===== src/rtl/burst_mem_responder.sv =====
// burst_mem_responder: 256-bit line memory model answering four-beat
// 64-bit read/write bursts after a fixed request-to-data latency.
//
// state | meaning
// IDLE  | waiting for pmem_read/pmem_write; accepts on the first edge it sees one
// WAIT  | latency countdown before the burst
// BURST | presenting/collecting beats 0..3, one per cycle
// DONE  | one quiet cycle after the last beat
module burst_mem_responder #(
    parameter int LATENCY     = 4,
    parameter int DEPTH_LINES = 16
) (
    input  logic        clk,
    input  logic        rst,
    input  logic        pmem_read,
    input  logic        pmem_write,
    input  logic [31:0] pmem_address,
    input  logic [63:0] pmem_wdata,
    output logic [63:0] pmem_rdata,
    output logic        pmem_resp,
    output logic        busy,
    output logic        protocol_err
);

    localparam int IW = $clog2(DEPTH_LINES);
    localparam logic [3:0] LAT_INIT = (LATENCY >= 2) ? 4'(LATENCY - 2) : 4'd0;

    localparam logic [1:0] S_IDLE  = 2'd0;
    localparam logic [1:0] S_WAIT  = 2'd1;
    localparam logic [1:0] S_BURST = 2'd2;
    localparam logic [1:0] S_DONE  = 2'd3;

    logic [1:0]    state;
    logic [1:0]    beat_cnt;
    logic [3:0]    lat_cnt;
    logic          op_write;
    logic [IW-1:0] idx_q;
    logic [255:0]  line_q;
    logic [255:0]  mem [DEPTH_LINES];

    logic          req_any;
    logic [IW-1:0] addr_idx;
    logic [1:0]    next_beat;
    logic          wr_en;
    logic          unused_addr_bits;

    assign req_any   = pmem_read | pmem_write;
    assign addr_idx  = pmem_address[5 +: IW];
    assign next_beat = beat_cnt + 2'd1;
    assign busy      = (state != S_IDLE);
    assign unused_addr_bits = ^{pmem_address[31:5+IW], pmem_address[4:0]};

    // A write beat is committed on the edge that ends its resp cycle, unless
    // the initiator has dropped the request (abort leaves that beat unwritten).
    assign wr_en = (state == S_BURST) && pmem_resp && op_write && req_any;

    // Control FSM: pmem_resp/pmem_rdata are registered, so each beat appears
    // one cycle after the edge that issues it; beat_cnt tracks the beat on the bus.
    always_ff @(posedge clk or negedge rst) begin
        if (!rst) begin
            state        <= S_IDLE;
            beat_cnt     <= 2'd0;
            lat_cnt      <= 4'd0;
            op_write     <= 1'b0;
            idx_q        <= '0;
            line_q       <= '0;
            pmem_resp    <= 1'b0;
            pmem_rdata   <= 64'd0;
            protocol_err <= 1'b0;
        end else begin
            case (state)
                S_IDLE: begin
                    if (req_any) begin
                        op_write <= pmem_write & ~pmem_read;
                        idx_q    <= addr_idx;
                        line_q   <= mem[addr_idx];
                        beat_cnt <= 2'd0;
                        if (pmem_read && pmem_write) protocol_err <= 1'b1;
                        if (LATENCY == 1) begin
                            state   <= S_BURST;
                            lat_cnt <= 4'd0;
                        end else begin
                            state   <= S_WAIT;
                            lat_cnt <= LAT_INIT;
                        end
                    end
                end
                S_WAIT: begin
                    if (!req_any) begin
                        state        <= S_IDLE;
                        lat_cnt      <= 4'd0;
                        protocol_err <= 1'b1;
                    end else if (lat_cnt == 4'd0) begin
                        state <= S_BURST;
                    end else begin
                        lat_cnt <= lat_cnt - 4'd1;
                    end
                end
                S_BURST: begin
                    if (!req_any) begin
                        state        <= S_IDLE;
                        beat_cnt     <= 2'd0;
                        pmem_resp    <= 1'b0;
                        pmem_rdata   <= 64'd0;
                        protocol_err <= 1'b1;
                    end else if (!pmem_resp) begin
                        pmem_resp  <= 1'b1;
                        pmem_rdata <= line_q[63:0];
                    end else if (beat_cnt == 2'd3) begin
                        state      <= S_DONE;
                        beat_cnt   <= 2'd0;
                        pmem_resp  <= 1'b0;
                        pmem_rdata <= 64'd0;
                    end else begin
                        beat_cnt   <= next_beat;
                        pmem_rdata <= line_q[{next_beat, 6'd0} +: 64];
                    end
                end
                S_DONE: begin
                    state <= S_IDLE;
                end
                default: begin
                    state <= S_IDLE;
                end
            endcase
        end
    end

    // Backing store: no reset, contents survive rst and are written beat by beat.
    always_ff @(posedge clk) begin
        if (wr_en) begin
            mem[idx_q][{beat_cnt, 6'd0} +: 64] <= pmem_wdata;
        end
    end

endmodule

===== config.mk =====
export PLATFORM = sky130hd
export DESIGN_NAME = burst_mem_responder
export DESIGN_NICKNAME = d
export VERILOG_FILES = /design/src/rtl/burst_mem_responder.sv
export SDC_FILE = /design/constraint.sdc
export NUM_CORES = 2
export LEC_CHECK = 0
export BUFFER_PORTS_ARGS = -buffer_cell sky130_fd_sc_hd__buf_2
export CORE_MARGIN = 4
export CORE_UTILIZATION = 50
export DETAILED_ROUTE_END_ITERATION = 10
export PLACE_DENSITY = 0.74
export SYNTH_ARGS = -nofsm -noshare
export SYNTH_HDL_FRONTEND = slang
export SYNTH_SLANG_ARGS = --single-unit

===== constraint.sdc =====
create_clock -name clk -period 4.25 [get_ports clk]
set_input_delay 0.2125 -clock clk [delete_from_list [all_inputs] [get_ports clk]]
set_output_delay 0.2125 -clock clk [all_outputs]
set_load 0.02 [all_outputs]

# Yosys cells after proc, flatten, opt, wreduce, memory -nomap -nowiden
# Memories as Yosys holds them, arrays and structs flattened. A register that Yosys moved wholly into a read port is not among the register bits.
# Index checks and enable logic that the tools add are counted.
word_totals:
  regBits: 79
  memories: 1
  ramBits: 4096
  in_bits: 100
memory_table:
  columns: ["name", "words", "word_bits", "rd", "rd_clocked_by_memory_dff", "write_ports", "line_no", "rtl"]
  rows:
  - ["mem", 16, 256, 1, 1, 1, "39", "logic [255:0] mem [DEPTH_LINES];"]
op_classes:
  muxes: 28
  n_addsub: 3
  bitwise: 3
  reduce_logical: 17
  n_eq_ne: 11
  shifts: 3
ops:
  columns: ["operator", "n"]
  rows:
  - ["256-bit two-way mux", 1]
  - ["64-bit by 10-bit variable shift with 256-bit output (first input constant)", 1]
  - ["256-bit by 9-bit variable part select with 64-bit output", 1]
  - ["64-bit by 10-bit variable part select with 256-bit output", 1]
  - ["64-bit two-way mux", 3]
  - ["2-bit two-way mux", 10]
  - ["4-bit two-way mux", 3]
  - ["8-bit negator with 10-bit output", 1]
  - ["3-bit inequality test (second input constant)", 3]
  - ["2-bit case mux with 4 select lines", 1]
  - ["4-bit case mux with 2 select lines", 1]
  - ["4-bit AND reduction", 2]
  - ["2-bit nonzero test", 4]
  - ["1-bit two-way mux", 7]
  - ["2-bit == test (second input constant)", 3]
  - ["2-bit inequality test (second input constant)", 3]
  - ["3-bit AND reduction", 2]
  - ["1-bit logical AND", 4]
  - ["4-bit zero test", 1]
  - ["2-bit case mux with 2 select lines", 1]
  - ["4-bit by 1-bit subtractor with 4-bit output (second input constant)", 1]
  - ["3-bit by 2-bit inequality test with 1-bit output (second input constant)", 1]
  - ["2-bit by 1-bit adder with 2-bit output (second input constant)", 1]
  - ["2-bit by 1-bit == test with 1-bit output (second input constant)", 1]
  - ["other kinds (8)", 8]

# Logic depth before layout (Yosys ltp)
depth:
  word_depth: 6
  ltp_mapped: 9
  mapped_depth_nobuf: 6

# Worst setup path after synthesis
# Ideal clock, no wire load.
synth_timing:
  kind: "input -> register"
  from: "input port pmem_write"
  to: "memory mem[12][0], enable pin"
  slack_ns: -0.239
  arrival_time_ns: 4.003
  setup_ns: 0.487
  stages: 7
  cell_sequence: "clkbuf_1 > or2_2 > buf_2 > and4_1 > nand2_1 > buf_2 > nor2_1"
synth_via:
  elab_chain_len: 4
synth_rtl:
  columns: ["item", "line_no", "rtl"]
  rows:
  - ["start: declaration", "16", "input logic pmem_write,"]
  - ["1-bit bitwise OR", "47", "assign req_any = pmem_read | pmem_write;"]
  - ["1-bit logical AND", "55", "assign wr_en = (state == S_BURST) && pmem_resp && op_write && req_any;"]
  - ["1-bit two-way mux", "131", "if (wr_en) begin"]
  - ["256-bit two-way mux (not written as such)", "132", "mem[idx_q][{beat_cnt, 6'd0} +: 64] <= pmem_wdata;"]
  - ["end: declaration", "39", null]
# No other way between the ends.

# Worst setup path after layout
layout_timing:
  from: "register state[0]"
  to: "register line_q[145] (read register of mem)"
layout_via:
  elab_chain_len: 2
layout_rtl:
  columns: ["item", "line_no", "rtl"]
  rows:
  - ["start: declaration", "33", "logic [1:0] state;"]
  - ["start signal: assignment", "61", "state <= S_IDLE;"]
  - ["start signal: assignment", "80", "state <= S_BURST;"]
  - ["start signal: assignment", "83", "state <= S_WAIT;"]
  - ["2-bit zero test", "71", "case (state)"]
  - ["2-bit AND reduction (no source line)", null, null]
  - ["end: declaration", "38", "logic [255:0] line_q;"]
# No other way between the ends.
# A chain may end at the register's enable or synchronous reset.

==> flow_metrics.tcl <==
set metrics [dict create \
    synth_xor_area_share_pct 0 \
    critPathSlowestCell "nor2_4" \
    wire_per_inst_um 33.98 \
    synth.most_common_cell "edfxtp_1" \
    seqPwrFrac_pct 52.6 \
    grt_pass1_vias 88285 \
    cp_max_fo 16 \
    synth_simple_gate_area_share_pct 2.050 \
    cts_buffers 401 \
    crit_arrival_ns 4.15 \
    place_inst 12576 \
    fmax_mhz 302.6 \
    timing.max_cap.violations 0 \
    yosysWarnings 0 \
    synth_compound_area_share_pct 3.662 \
    drive_gt1_share_pct 25.22 \
    htreeDepth 5 \
    final_util_pct 56.74 \
    path_cells "inv_1 > ha_1 > o21ai_4 > nor2_4 > buf_4 > a22oi_1 > nand2_1" \
    cts_tree "yes" \
    switching_share_pct 26.15 \
    start_kind "register" \
    drv_slew 0 \
    ios 167 \
    wirelength_mm 454.4 \
    start_util_pct 50.21 \
    grt-ovfl-total 0 \
    synth_top_area_share_pct 72.04 \
    drt_first_pass_iters 8 \
    ant_nets 0 \
    place.gp.congestion 0.8554 \
    critical-path-top-delay-family "simple AND/OR/NAND/NOR gates" \
    via_per_inst 6.524 \
    vias 87252 \
    chipWidth_um 592.4 \
    hold_path_class "primary input to register" \
    synth_ff_type "edfxtp_1" \
    num_rows 214 \
    synth_top_family_by_area "multiplexers" \
    antenna_found_initial 94 \
    internal-power_w 0.07594 \
    final_nets 8570 \
    synth.ff_latch_count 4431 \
    power_switching_w 0.02689 \
    crit_type "register to register" \
    cts_resized 0 \
    drt_iter0_markers 13000 \
    finalSetupViolCount 0 \
    combPwrFrac_pct 11.9 \
    clock_sinks 4431 \
    grt_pass1_wl_mm 646.3 \
    clock_skew_ns 0.03766 \
    hold_violations 0 \
    end_kind "register" \
    io_buffers 138 \
    multi_input_area_mm2 0.03730 \
    clk_pin_slew_worst_paths_ns 0.07 \
    cpPeakStageDelay_ns 1.06 \
    worst_slew_pin_slew_ns 1.377 \
    grtUsageTotal_pct 25.77 \
    synthArstFlopShare_pct 7.560 \
    rsz0062_at_grt "no" \
    placed_cell_area_mm2 0.1794 \
    dp_hpwl_mm 247.1 \
    syn_nets 8225 \
    synthMuxAreaShare_pct 15.72 \
    stdcell_area_mm2 0.1929 \
    syn_area_per_cell_um2 21.04 \
    syn_inst 8113 \
    cts_max_path_buffers 4 \
    fin_cells 13374 \
    synth_edf_count 4096 \
    power_frac_clock_pct 35.5 \
    ys_seq_area_share_pct 76.95 \
    syn2layout_area_growth_pct 13.00 \
    whs_ns 0.01854 \
    grt-busiest-layer "met2" \
    fp.dieArea_mm2 0.3509 \
    synthAdderAreaFrac_pct 0.08794 \
    fin_crit_sh_pct 77.76 \
    leakagePower_nw 55.75 \
    grtUsageMet3_pct 7.173 \
    cts-root-buf "clkbuf_16" \
    ys_types 41 \
    synth_common_cells "4096 x edfxtp_1, 834 x mux4_2, 513 x mux2i_1" \
    status "finished clean" \
    synth_area_leaders "edfxtp_1 72%, mux4_2 11%, dfrtp_1 4.9%" \
    seqCellArea_mm2 0.1314 \
    grt_start_max_net_pins 96 \
    crit_required_ns 5.09 \
    n_fill_cell 23912 \
    synth_area_mm2 0.1707 \
    yosysTopAreaCell "edfxtp_1" \
    clock_latency_ns 0.93 \
    met2_usage_pct 40.44 \
    gr-usage-met1_pct 33.67 \
    path_buf_inv 2 \
    finalCriticalPeriod_ns 3.305 \
    max_slew_margin_pct 8.009 \
    die_y_um 592.4 \
    drc_errors 0 \
    power.density_mw_per_mm2 533.0 \
    peakVddDrop_uv 574.7 \
    core_area_mm2 0.3401 \
]
layer usage:
metal	part of all wire (%)	wire length, µm
met5	0.038	172
met4	5.3	24230
met3	13	61250
met2	47	215100
met1	34	153700
per-stage QoR:
stage	TNS, ns	total power [W]	setup slack, ns
after floorplan	-712.23	0.06019	-0.2392
after global placement	0	0.06616	1.154
after detailed placement	0	0.06667	1.056
after CTS	0	0.1026	0.9812
after global routing	0	0.1057	0.8928
final	0	0.1028	0.9451
worst register-to-register path, delay by kind of cell (launching register included):
kind | cells | cell delay, ns
buffers and inverters | 2 | 0.70
AND/OR/NAND/NOR | 2 | 1.21
AO/OA/AOI/OAI | 2 | 0.35
flip-flops | 1 | 0.41
adder cells (fa/ha/maj) | 1 | 0.55
path summary, 6_finish.rpt:
path	from	end	slack, ns	cells past startpoint
max	state[0]	line_q[145]	0.95	7
min	pmem_address[7]	line_q[162]	0.02	4
max in group asynchronous	rst	line_q[109]	2.99	3
max reg2reg	state[0]	line_q[145]	0.95	7
min reg2reg	protocol_err	protocol_err	0.51	2
min in group asynchronous	rst	line_q[217]	0.05	2
cell type report:
type | instances | area share (%)
diodes | 45 | 0.05837
clock buffers | 514 | 5.717
clock inverters | 224 | 1.184
inverters | 9 | 0.01751
multi-input cells | 3175 | 19.34
flip-flops and latches | 4431 | 68.10
well taps | 4536 | 2.942
repair buffers | 440 | 2.646
state kept, by name (all words and copies together) (netlist names):
register,cells
mem,4096
line_q,256
pmem_rdata,64
idx_q,4
lat_cnt,4
beat_cnt,2
state,2
op_write,1
pmem_resp,1
protocol_err,1
logic make-up after synthesis:
group,Yosys count
buf+inv,507
flops,4431
compound gates,857
mux,1606
simple gates,700
fa+ha+maj,12
timing repair:
item | CTS | global route
setup buffers | 0 | 0
setup endpoints to repair | 0 | 0
hold buffers | 15 | 0
endpoints found under the hold margin | 283 | 0
power groups by stage:
stage          Sequential [W]  Clock, W  Combinational (W)
2_1_floorplan          0.0528         0            0.00738
3_3_place_gp           0.0547         0             0.0115
3_5_place_dp           0.0547         0             0.0119
4_1_cts                0.0538    0.0367             0.0120
5_1_grt                0.0541    0.0387             0.0129
6_report               0.0541    0.0365             0.0122
placed cells by master (no fill, tap or decap), types with 66 or more instances in the layout:
| cell type | n |
|---|---|
| a221oi_1 | 254 |
| mux2i_1 | 513 |
| dfrtp_1 | 334 |
| nor2_4 | 66 |
| buf_12 | 166 |
| buf_2 | 134 |
| a22oi_1 | 255 |
| and2_1 | 256 |
| clkbuf_16 | 409 |
| mux4_2 | 834 |
| buf_4 | 122 |
| nor2b_1 | 69 |
| nand2_1 | 273 |
| o21ai_0 | 260 |
| mux2_2 | 259 |
| edfxtp_1 | 4096 |
| clkinv_2 | 82 |
(Power assumes the default switching activity.)
